`config.mk`:
```
export PLATFORM = sky130hd
export DESIGN_NAME = twiddle_ctrl
export DESIGN_NICKNAME = d
export VERILOG_FILES = /design/src/rtl/twiddle_ctrl.sv
export SDC_FILE = /design/constraint.sdc
export NUM_CORES = 1
export LEC_CHECK = 0
export CAP_MARGIN = 20
export CORE_ASPECT_RATIO = 2
export CORE_MARGIN = 2
export CORE_UTILIZATION = 50
export DETAILED_ROUTE_END_ITERATION = 10
export DONT_BUFFER_PORTS = 1
export MAX_ROUTING_LAYER = met4
export PLACE_DENSITY = 0.67
export SYNTH_ARGS = -nofsm -noshare
export SYNTH_HDL_FRONTEND = slang
export SYNTH_SLANG_ARGS = --single-unit
```
`constraint.sdc`:
```
create_clock -name clk -period 2.7 [get_ports clk]
set_clock_uncertainty 0.1 [all_clocks]
set_input_delay 0.405 -clock clk [delete_from_list [all_inputs] [get_ports clk]]
set_output_delay 0.405 -clock clk [all_outputs]
set_load 0.01 [all_outputs]
```
`src/rtl/twiddle_ctrl.sv`:
```
// Rotary-encoder value editor: VIEW shows the committed value, a press enters EDIT, and a second press commits.
// Optional macro TWIDDLE_WRAP_EN: when defined, working wraps modulo 16; otherwise it saturates at 0 and 15.
module twiddle_ctrl #(
    parameter int BLINK_BITS   = 22,
    parameter int TIMEOUT_BITS = 26
) (
    input  logic       clk,
    input  logic       rst,
    input  logic       btn_n,
    input  logic       rot_a,
    input  logic       rot_b,
    output logic [3:0] disp,
    output logic [3:0] value,
    output logic       editing,
    output logic       commit
);
    typedef enum logic [1:0] {VIEW, EDIT, COMMIT} state_t;

    state_t                  state_reg;
    logic [1:0]              rot_raw;
    logic [1:0]              ab;
    logic [1:0]              prev_ab_reg;
    logic                    btn_reg;
    logic [BLINK_BITS-1:0]   blink_reg;
    logic [BLINK_BITS-1:0]   blink_next;
    logic [TIMEOUT_BITS-1:0] tmo_reg;
    logic [3:0]              value_reg;
    logic [3:0]              working_reg;
    logic [3:0]              working_adj;
    logic [3:0]              disp_reg;
    logic                    editing_reg;
    logic                    commit_reg;
    logic                    step_up;
    logic                    step_down;
    logic                    press;
    logic                    tmo_expired;
    logic                    blink_on;

    assign rot_raw = {rot_a, rot_b};

    // Two-flop synchronizer per encoder channel; the idle (pulled-up) level is 1.
    for (genvar gi = 0; gi < 2; gi++) begin : g_sync
        logic meta_reg;
        logic sync_reg;
        always_ff @(posedge clk) begin
            if (rst) begin
                meta_reg <= 1'b1;
                sync_reg <= 1'b1;
            end else begin
                meta_reg <= rot_raw[gi];
                sync_reg <= meta_reg;
            end
        end
        assign ab[gi] = sync_reg;
    end

    always_comb begin
        step_up     = (prev_ab_reg == 2'b10) && (ab == 2'b11);
        step_down   = (prev_ab_reg == 2'b01) && (ab == 2'b11);
        press       = btn_reg & ~btn_n;
        tmo_expired = &tmo_reg;
        blink_next  = blink_reg + 1'b1;
        blink_on    = blink_next[BLINK_BITS-1];
        working_adj = working_reg;
`ifdef TWIDDLE_WRAP_EN
        if (step_up) begin
            working_adj = working_reg + 4'd1;
        end else if (step_down) begin
            working_adj = working_reg - 4'd1;
        end
`else
        if (step_up && (working_reg != 4'hF)) begin
            working_adj = working_reg + 4'd1;
        end else if (step_down && (working_reg != 4'h0)) begin
            working_adj = working_reg - 4'd1;
        end
`endif
    end

    // Outputs are registered alongside the state they describe, so they
    // always reflect the state being entered on this edge.
    always_ff @(posedge clk) begin
        if (rst) begin
            state_reg   <= VIEW;
            prev_ab_reg <= 2'b11;
            btn_reg     <= 1'b1;
            blink_reg   <= '0;
            tmo_reg     <= '0;
            value_reg   <= 4'd0;
            working_reg <= 4'd0;
            disp_reg    <= 4'd0;
            editing_reg <= 1'b0;
            commit_reg  <= 1'b0;
        end else begin
            prev_ab_reg <= ab;
            btn_reg     <= btn_n;
            blink_reg   <= blink_next;
            commit_reg  <= 1'b0;
            case (state_reg)
                VIEW: begin
                    if (press) begin
                        state_reg   <= EDIT;
                        working_reg <= value_reg;
                        tmo_reg     <= '0;
                        editing_reg <= 1'b1;
                        disp_reg    <= blink_on ? value_reg : 4'd0;
                    end else begin
                        editing_reg <= 1'b0;
                        disp_reg    <= value_reg;
                    end
                end
                EDIT: begin
                    working_reg <= working_adj;
                    if (press) begin
                        // A step landing in the same cycle is already folded into working_adj.
                        state_reg   <= COMMIT;
                        value_reg   <= working_adj;
                        commit_reg  <= 1'b1;
                        editing_reg <= 1'b0;
                        disp_reg    <= working_adj;
                    end else if (step_up || step_down) begin
                        tmo_reg  <= '0;
                        disp_reg <= blink_on ? working_adj : 4'd0;
                    end else if (tmo_expired) begin
                        state_reg   <= VIEW;
                        editing_reg <= 1'b0;
                        disp_reg    <= value_reg;
                    end else begin
                        tmo_reg  <= tmo_reg + 1'b1;
                        disp_reg <= blink_on ? working_adj : 4'd0;
                    end
                end
                COMMIT: begin
                    state_reg   <= VIEW;
                    editing_reg <= 1'b0;
                    disp_reg    <= value_reg;
                end
                default: begin
                    state_reg   <= VIEW;
                    editing_reg <= 1'b0;
                    disp_reg    <= value_reg;
                end
            endcase
        end
    end

    assign disp    = disp_reg;
    assign value   = value_reg;
    assign editing = editing_reg;
    assign commit  = commit_reg;
endmodule
```
==> impl_results.md, run 1 <==
- Min-delay src: rst
- Most used DFF post-synth: dfxtp_1
- RSZ-0062 raised after global routing: false
- Share of cells above drive strength 1: 9.74%
- Worst setup SP type: flip-flop
- Synth Net Count: 394
- Maximum clock path buffer count: 2
- Max-cap viol count: 0
- EDFF count, synth: 0
- Final hold viol count: 0
- Worst Reg2Reg Path Length in Cells: 7
- CTS tree: done
- ANT nets after route: 0
- Register-to-Register Setup Slack: 0.27 ns
- # clock sinks: 71
- Placed cell areas: 3330 sq um
- Initial DRC Count: 100
- Vias in the first global route: 2,678
- Die width: 61.1 um
- Drt via density: 5.58
- Worst Path Required: 2.81 ns
- Syn avg cell area: 8.46 sq um
- Minimum hold slack: 0.0401 ns
- Comb pwr share: 5.3%
- Setup CP Type: flip-flop to flip-flop
- Bufs and invs on worst path: 0
- FF-to-FF Start: tmo_reg[0]
- Hold Path End: value[3]
- Most area-hungry cell type in the Yosys netlist: dfxtp_1
- Switch Pwr: 0.542 mW
- H-tree depth: 3
- CORE AREA: 6310 sq um
- Slowest stage cell, crit path: nor4_1
- GRT overflow: 0
- Total track usage: 22.1%
- Slew headroom: 65.2%
- Fillers: 584
- Final worst path period share: 89.9%
- Maximum VDD drop: 0.438 mV
- Synth async-reset ratio: 0%
- CP Cell Sequence: ha_1 -> nand3_2 -> nor4_1 -> nand4_1 -> and2_1 -> a41oi_1 -> nor2_1
- Antenna Cells: 0
- Area taken by flip-flops and latches: 1420 sq um
- First-pass GRT wire length: 11,900 um
- Cell Int Power: 1.98 mW
- Initial antenna violation count: 0
- Clock transition at path regs: 0.06 ns
- Setup violators final: 0
- Ys Warns: 0
- Remaining DRCs: 0
- Post-synthesis register bit count: 71
- Fin crit period: 2.43 ns
- Worst Hold Class: input port to flip-flop
- Util after Layout: 58.1%
- Die area: 7210 sq um
- Static Leak: 1.28 nW
- I/O pin cnt: 15
- Largest net degree at the start of global routing: 55
- Critical path peak fanout: 8
- Synth area leaders: dfxtp_1 44%, nor2_1 6.7%, xor2_1 5.6%
- Status: completed
- Post-Synthesis Cells: 385
- Post-CTS setup buffers: 0
- Post-route setup TNS: 0 ns
- Die Ht: 118 um
- FMAX: 412 MHz
- Area occupied by multi-input gates: 1740 sq um
- Clock power frac: 51.3%
- CP endpoint kind: flip-flop
- Placer Congestion: 0.865
- Nets: 394
- Family with the most delay on the worst path: simple AND/OR/NAND/NOR gates
- Area of the mapped netlist: 3260 sq um
- Sequential power share: 43.4%
- DPL Wire Length: 4870 um
- Via Count: 2,654
- Flip-flop count of the largest register after layout: 26
- R2R Path End: tmo_reg[10]
- Max-slew violations: 0
- Crit-path max cell delay: 0.48 ns
- I/O Buffers: 0
- Initial Util: 51.6%
- Worst path arrival time: 2.54 ns
- # hold bufs at CTS: 0
- WHS Path Cells: 1
- Net Sw Frac: 21.5%
- CTS buffer count: 9
- Synth unique cells: 53
- Final Cell Area: 3670 sq um
- Routed WL: 6840 um
- Slew @ Worst Pin: 0.516 ns
- CTS resizes: 0
- Area share of the largest cell type after synthesis: 43.7%
- Wire per inst: 14.4 um
- Sequential area share after synthesis: 43.7%
- Number of detailed-route iterations in the first pass: 4
- Worst-Skew Late Latency: 0.33 ns
- P per Cell Area: 687 nW/um^2
- Clk root buf: clkbuf_16
- Area Overhead vs Synth: 12.6%
- Row count: 41
metal layers:
metal / vias to the layer above / track usage, % / part of all wire (%)
met5: - / - / 0
met4: 0 / 9.10 / 1.3
met3: 7 / 5.71 / 2.4
met2: 39 / 37.2 / 55
met1: 1251 / 23.3 / 41
li1: 1357 / - / -
cell type report:
class | count | area share [%]
inverters | 8 | 0.819
flip-flops and latches | 71 | 38.8
multi-input cells | 291 | 47.6
repair buffers | 4 | 0.819
well taps | 86 | 2.94
clock buffers | 11 | 6.89
clock inverters | 5 | 2.18
metrics by stage:
stage | std cells | power (mW) | worst slack, ns
6_report | 476 | 2.52 | 0.272
3_3_place_gp | 460 | 1.25 | 0.407
4_1_cts | 476 | 2.55 | 0.286
2_1_floorplan | 385 | 1.22 | 0.598
3_5_place_dp | 460 | 1.25 | 0.299
5_1_grt | 476 | 2.61 | 0.0587
synthesized netlist by cell type, drive strengths merged (2+ instances only):
library cell	number
o21ai	14
mux2i	2
o22ai	7
ha	4
nand3	20
or2	8
xor2	21
nand4	13
clkbuf	12
xnor2	8
dfxtp	71
inv	8
nand2	31
o21a	5
nor2b	4
nor3	10
and4	3
and2	5
a31oi	4
a311oi	3
nor4	2
buf	3
nor2	58
o21ba	2
and3	8
a211oi	4
a22oi	2
a21oi	23
or3	10
nand2b	4
kinds of logic after synthesis:
kind of cell | count (synthesis) | synth area share [%]
simple gates | 181 | 28.3
flops | 71 | 43.7
xor+xnor | 29 | 7.80
mux | 3 | 0.961
compound gates | 74 | 15.0
buf+inv | 23 | 2.77
fa+ha+maj | 4 | 1.54
worst register-to-register path: cells and delay by family, from the launching register on:
kind,cells,cell delay (ns)
AND/OR/NAND/NOR,5,1.34
adder cells (fa/ha/maj),1,0.23
AO/OA/AOI/OAI,1,0.25
flip-flops,1,0.39
power groups by stage:
stage / Clock (mW) / Sequential, mW / Combinational [mW]
final: 1.29 / 1.09 / 0.135
after global placement: 0 / 1.11 / 0.132
after CTS: 1.32 / 1.09 / 0.135
after floorplan: 0 / 1.10 / 0.120
after detailed placement: 0 / 1.12 / 0.135
after global routing: 1.36 / 1.10 / 0.152
worst max-delay path by stage:
stage          depth (start not counted)           to  startpoint
6_report                               7  tmo_reg[10]  tmo_reg[0]
5_1_grt                                7   tmo_reg[2]  tmo_reg[0]
4_1_cts                                7  tmo_reg[10]  tmo_reg[0]
3_5_place_dp                           7  tmo_reg[10]  tmo_reg[0]
3_3_place_gp                           6      disp[3]  tmo_reg[0]
2_1_floorplan                          6      disp[0]  tmo_reg[0]
cells in the final DEF, fill, tap and decap left out, types with 2 or more instances in the layout:
| master | synthesis | final |
|---|---|---|
| a21oi_1 | 23 | 23 |
| and3_1 | 8 | 8 |
| a211oi_1 | 4 | 4 |
| mux2i_1 | 2 | 2 |
| clkinvlp_4 | 0 | 2 |
| o21ba_1 | 2 | 2 |
| a31oi_1 | 4 | 4 |
| bufinv_16 | 0 | 2 |
| and4_1 | 3 | 3 |
| a22oi_1 | 2 | 2 |
| xnor2_1 | 8 | 8 |
| clkbuf_16 | 0 | 9 |
| nand4_1 | 12 | 12 |
| nand2b_1 | 4 | 4 |
| xor2_1 | 21 | 21 |
| o21ai_0 | 13 | 13 |
| nor3_1 | 8 | 8 |
| ha_1 | 4 | 4 |
| o21a_1 | 5 | 5 |
| and2_1 | 5 | 5 |
| nor2_1 | 58 | 58 |
| or3_1 | 10 | 10 |
| nand3_1 | 19 | 19 |
| nand2_1 | 30 | 30 |
| nor3_2 | 2 | 2 |
| nor2b_1 | 4 | 4 |
| or2_2 | 7 | 7 |
| a311oi_1 | 3 | 3 |
| buf_4 | 0 | 4 |
| clkbuf_8 | 0 | 2 |
| o22ai_1 | 7 | 7 |
| inv_1 | 8 | 8 |
| dfxtp_1 | 71 | 71 |
Power figures use the tool's default switching activity.
==> run 2, diff against run 1 <==
Clock period 2.7 ns to 2.4 ns, I/O delays scaled along.
==> run 2 against run 1 <==
  * Critical path depth stayed put
  * Global-route usage grew 1.9 points
  * Utilization increased by 1.7 points
  * Non-clock buffer count rose by 8
  * Critical endpoint is now tmo_reg[20]
  * First-iteration DRC count fell by 17%
  * Sequential power up 13%
  * Total power up 18%
  * Routed wire length grew 7.9%
==> impl_results.md, run 2 (synthesis results as in run 1) <==
- # clock sinks: 71 (unchanged)
- H-tree depth: 3 (unchanged)
- R2R Path End: tmo_reg[20]
- Final worst slack: 0.140 ns (-0.133 ns)
- Antenna Cells: 0 (unchanged)
- Largest net degree at the start of global routing: 39 (-29%)
- Register-to-Register Setup Slack: 0.14 ns (-0.13 ns)
- Nets: 402 (+2.0%)
- Worst-Skew Late Latency: 0.34 ns (about the same)
- Max-cap viol count: 0 (unchanged)
- Crit. Startpoint: tmo_reg[0]
- Initial DRC Count: 83 (-17%)
- RSZ-0062 raised after global routing: false
- Commonest non-fill, non-tap cell in the layout: dfxtp_1
- P per Cell Area: 789 nW/um^2 (+15%)
- Design Power: 2.98 mW (+18%)
- Die area: 7210 sq um (unchanged)
- GRT overflow: 0 (unchanged)
- Static Leak: 1.34 nW (+4.9%)
- Worst path arrival time: 2.43 ns (-0.11 ns)
- ANT nets after route: 0 (unchanged)
- Worst Reg2Reg Path Length in Cells: 7 (unchanged)
- Fin crit period: 2.26 ns (-0.167 ns)
- Pre-CTS setup slack: 0.115 ns (-0.184 ns)
- Via Count: 2,740 (+3.2%)
- Final hold viol count: 0 (unchanged)
- CTS tree: done
- Area taken by flip-flops and latches: 1420 sq um (unchanged)
- I/O pin cnt: 15 (unchanged)
- Area occupied by multi-input gates: 1750 sq um (+0.43%)
- Worst setup SP type: flip-flop
- FF-to-FF Start: tmo_reg[0]
- Clock transition at path regs: 0.06 ns (about the same)
- CP Cell Sequence: ha_1 -> nand3_2 -> or4_4 -> nor3_2 -> o21ai_2 -> or3_1 -> a21oi_1
- Status: completed
- Drt via density: 5.66 (+1.5%)
- Min-delay src: rot_a
- Die width: 61.1 um (unchanged)
- Area Overhead vs Synth: 15.9%
- Placer Congestion: 0.865 (about the same)
- Crit-path max cell delay: 0.59 ns (+0.11 ns)
- Critical path peak fanout: 9 (+1)
- I/O Buffers: 0 (unchanged)
- Slew headroom: 64.2% (-1.0 points)
- Flip-flop count of the largest register after layout: 26 (unchanged)
- DPL Wire Length: 5130 um (+5.4%)
- Hold Path End: g_sync[1].meta_reg
- Post-route setup TNS: 0 ns (unchanged)
- Vias in the first global route: 2,669 (-0.34%)
- Initial Util: 51.6% (unchanged)
- Setup CP Type: flip-flop to flip-flop
- Wire per inst: 15.3 um (+6.1%)
- Slew @ Worst Pin: 0.536 ns (+0.0201 ns)
- Final worst path period share: 94.2% (+4.3 points)
- Worst Hold Class: input port to flip-flop
- Slowest stage cell, crit path: or4_4
- Routed WL: 7380 um (+7.9%)
- Maximum VDD drop: 0.544 mV (+24%)
- First-pass GRT wire length: 12,500 um (+5.6%)
- WHS Path Cells: 1 (unchanged)
- Setup violators final: 0 (unchanged)
- Maximum clock path buffer count: 2 (unchanged)
- Max-slew violations: 0 (unchanged)
- Share of cells above drive strength 1: 11.8% (+2.1 points)
- Fillers: 574 (-1.7%)
- FMAX: 442 MHz (+7.4%)
- CP endpoint kind: flip-flop
- Most frequent cells in the layout: 71 x dfxtp_1, 58 x nor2_1, 30 x nand2_1, 23 x a21oi_1, 21 x xor2_1
- Worst Path Required: 2.57 ns (-0.24 ns)
- Die Ht: 118 um (unchanged)
- Row count: 41 (unchanged)
- Initial antenna violation count: 0 (unchanged)
- CTS buffer count: 9 (unchanged)
- Total track usage: 24.0% (+1.9 points)
- Clk root buf: clkbuf_16
- Number of detailed-route iterations in the first pass: 4 (unchanged)
- CORE AREA: 6310 sq um (unchanged)
- Remaining DRCs: 0 (unchanged)
- Util after Layout: 59.8% (+1.7 points)
[run 2: per-stage QoR]
stage / hold WS (ns) / cell area, sq um / instances
after floorplan: 0.289 / 3260 / 385
after global placement: 0.292 / 3380 / 466
after detailed placement: 0.298 / 3380 / 466
after CTS: 0.0161 / 3760 / 484
after global routing: 0.0245 / 3770 / 484
final: 0.0250 / 3770 / 484
[run 2: report_power, final]
part           total [mW]  internal, mW  switching [mW]
Sequential           1.23          1.20          0.0277
Combinational       0.176        0.0674           0.109
Clock                1.57          1.07           0.499
[run 2: worst max path at each step]
| stage | slack, ns | to | cells after the start |
|---|---|---|---|
| CTS | 0.09 | tmo_reg[10] | 8 |
| detailed placement | 0.11 | tmo_reg[10] | 8 |
| global placement | 0.19 | tmo_reg[10] | 8 |
| finish | 0.14 | tmo_reg[20] | 7 |
| floorplan | 0.30 | disp[0] | 6 |
| global route | 0.003 | value[3] | 7 |
[run 2: final cells by class]
type	instances	area share, %
Inverter	8	0.796
Sequential cell	71	37.7
Clock inverter	5	2.75
Timing Repair Buffer	12	2.79
Multi-Input combinational cell	291	46.4
Clock buffer	11	6.70
Tap cell	86	2.85
[run 2: per-layer routing]
metal,up-vias,GRT usage [%],part of all wire (%)
met3,18,6.70,2.6
li1,1377,-,-
met2,31,39.9,55
met4,0,11.4,3.1
met1,1314,24.6,39
met5,-,-,0
[run 2: worst max-delay path, delay by kind of cell, from the launching register on]
| kind | cells | cell delay [ns] |
|---|---|---|
| compound gates | 2 | 0.28 |
| fa+ha+maj | 1 | 0.22 |
| simple gates | 4 | 1.21 |
| flops | 1 | 0.38 |
[run 2: what timing repair did]
action	CTS	global route
hold endpoints to repair	38	0
setup endpoints to repair	0	5
resized for setup	0	2
hold buffers	2	0
buffers inserted	0	0
==> run 3, diff against run 2 <==
Settings changed: CORE_UTILIZATION 50 to 45, PLACE_DENSITY 0.67 to 0.62.
==> run 3 against run 2 <==
  * Final cell count is 1.0% higher
  * Flip-flop and latch count is the same
  * Utilization fell by 6.1 points
  * Routed wire length grew 2.7%
  * Clock power decreased by 8%
  * First-iteration DRC count is 29% higher
  * Worst hold slack got worse by 0.012 ns
  * Highest routed layer unchanged
==> impl_results.md, run 3 (synthesis results as in run 1) <==
- Maximum clock path buffer count: 2 (unchanged)
- Share of cells above drive strength 1: 11.3% (-0.53 points)
- R2R Path End: tmo_reg[20]
- Worst setup SP type: flip-flop
- Routed length on met1: 2990 um (+4.3%)
- Placed cell count: 470 (+0.86%)
- Met3 wire len: 159 um (-18%)
- Fillers: 672 (+17%)
- Setup CP Type: flip-flop to flip-flop
- Top Layer Used: met4
- Slew @ Worst Pin: 0.535 ns (-0.00140 ns)
- Fin crit period: 2.28 ns (+0.0211 ns)
- Initial antenna violation count: 0 (unchanged)
- Slew headroom: 64.3% (+0.094 points)
- Antenna Cells: 0 (unchanged)
- Hold Path End: state_reg[0]
- I/O pin cnt: 15 (unchanged)
- Design Power: 2.85 mW (-4.2%)
- Area Overhead vs Synth: 15.4%
- Clock transition at path regs: 0.06 ns (about the same)
- Row count: 43 (+4.9%)
- WL met2: 4210 um (+3.0%)
- FF-to-FF Start: tmo_reg[0]
- Status: completed
- Nets: 403 (+0.25%)
- Number of detailed-route iterations in the first pass: 4 (unchanged)
- Placer Congestion: 0.831 (-3.9%)
- Area taken by flip-flops and latches: 1420 sq um (unchanged)
- Initial DRC Count: 107 (+29%)
- Commonest non-fill, non-tap cell in the layout: dfxtp_1
- Final hold viol count: 0 (unchanged)
- Post-CTS setup buffers: 0 (unchanged)
- Worst Hold Class: input port to flip-flop
- Worst Path Required: 2.56 ns (about the same)
- Non-Filler Instances: 489 (+1.0%)
- Critical path peak fanout: 9 (unchanged)
- FMAX: 438 MHz (-0.93%)
- Clk root buf: clkbuf_16
- Register-to-Register Setup Slack: 0.12 ns (-0.02 ns)
- Maximum VDD drop: 0.501 mV (-7.9%)
- # clock sinks: 71 (unchanged)
- Drt via density: 5.62 (-0.81%)
- ANT nets after route: 0 (unchanged)
- H-tree depth: 3 (unchanged)
- Worst Reg2Reg Path Length in Cells: 7 (unchanged)
- Minimum hold slack: 0.0130 ns (-0.0120 ns)
- CTS tree: done
- Most frequent cells in the layout: 71 x dfxtp_1, 58 x nor2_1, 30 x nand2_1, 23 x a21oi_1, 21 x xor2_1
- Die area: 7970 sq um (+11%)
- DPL Wire Length: 5350 um (+4.2%)
- Flip-flop count of the largest register after layout: 26 (unchanged)
- Worst-Skew Late Latency: 0.33 ns (about the same)
- Via Count: 2,746 (+0.22%)
- CORE AREA: 6990 sq um (+11%)
- Static Leak: 1.32 nW (-1.1%)
- Vias in the first global route: 2,753 (+3.1%)
- I/O Buffers: 0 (unchanged)
- RSZ-0062 raised after global routing: true
- Worst path arrival time: 2.44 ns (about the same)
- GRT overflow: 0 (unchanged)
- Max-cap viol count: 0 (unchanged)
- Remaining DRCs: 0 (unchanged)
- Min-delay src: rst
- Largest net degree at the start of global routing: 34 (-13%)
- Total track usage: 21.1% (-2.9 points)
- WHS Path Cells: 1 (unchanged)
- CTS buffer count: 9 (unchanged)
- Area occupied by multi-input gates: 1750 sq um (about the same)
- Wire per inst: 15.5 um (+1.6%)
- P per Cell Area: 759 nW/um^2 (-3.8%)
- CP endpoint kind: flip-flop
- Die Ht: 124 um (+5.2%)
- Routed WL: 7580 um (+2.7%)
- Initial Util: 46.5% (-5.0 points)
- Setup violators final: 0 (unchanged)
- Final worst path period share: 95.1% (+0.88 points)
- Die width: 64.1 um (+5.1%)
- First-pass GRT wire length: 12,800 um (+1.9%)
- Post-route setup TNS: 0 ns (unchanged)
- Max-slew violations: 0 (unchanged)
==> run 3: cell count changes in the layout (fill, tap and decap cells not counted) <==
| cell | before | now |
|---|---|---|
| and2_2 | 1 | 0 |
| clkinv_4 | 1 | 0 |
| ha_1 | 4 | 3 |
| ha_2 | 0 | 1 |
| bufinv_16 | 3 | 2 |
| clkbuf_1 | 0 | 2 |
| and2_1 | 4 | 5 |
| dlygate4sd3_1 | 1 | 2 |
==> run 3: metrics by stage <==
| step | util (%) | cell area (sq um) | setup WS (ns) |
|---|---|---|---|
| 2_1_floorplan | - | 3260 | 0.298 |
| 3_3_place_gp | 48.4 | 3380 | 0.195 |
| 4_1_cts | 53.6 | 3750 | 0.116 |
| 6_report | 53.7 | 3760 | 0.119 |
| 5_1_grt | 53.7 | 3760 | -0.0123 |
| 3_5_place_dp | 48.4 | 3380 | 0.143 |
==> run 3: critical path: stages (launching register included) <==
cell and delay, ns:
dfxtp_1 0.39, ha_2 0.22, nand3_2 0.15, or4_4 0.60
nor3_2 0.14, o21ai_2 0.14, or3_1 0.32, a21oi_1 0.14
==> run 3: repair_timing <==
action	CTS	global route
endpoints found under the hold margin	33	0
gates resized for setup	0	2
hold buffers	3	0
setup endpoints to repair	0	6
==> run 3: routing by layer <==
layer	up-vias	track usage (%)
li1	1374	-
met1	1313	20.8
met5	-	-
met3	18	4.07
met2	41	37.4
met4	0	11.9
==> run 3: area by class of cell <==
cell class                 instances  share of cell area, %
sequential                        71                   37.8
inverter                           8                  0.799
clock buffer                      13                   6.93
clock inverter                     3                   1.73
multi-input combinational        291                   46.7
tap                               90                   3.00
timing repair buffer              13                   3.06
==> run 3: worst max path at each step <==
stage                from          end  slack [ns]  cells after the start
2_1_floorplan  tmo_reg[0]      disp[0]        0.30                      6
3_3_place_gp   tmo_reg[0]  tmo_reg[24]        0.19                      7
3_5_place_dp   tmo_reg[0]   tmo_reg[7]        0.14                      8
4_1_cts        tmo_reg[0]  tmo_reg[20]        0.12                      7
5_1_grt        tmo_reg[0]  tmo_reg[20]       -0.01                      7
6_report       tmo_reg[0]  tmo_reg[20]        0.12                      7
==> run 3: power breakdown <==
| part | internal (mW) | leakage [nW] | total, mW | switching (mW) |
|---|---|---|---|---|
| clock | 0.965 | 0.160 | 1.44 | 0.476 |
| sequential | 1.20 | 0.575 | 1.23 | 0.0272 |
| combinational | 0.0686 | 0.589 | 0.181 | 0.113 |
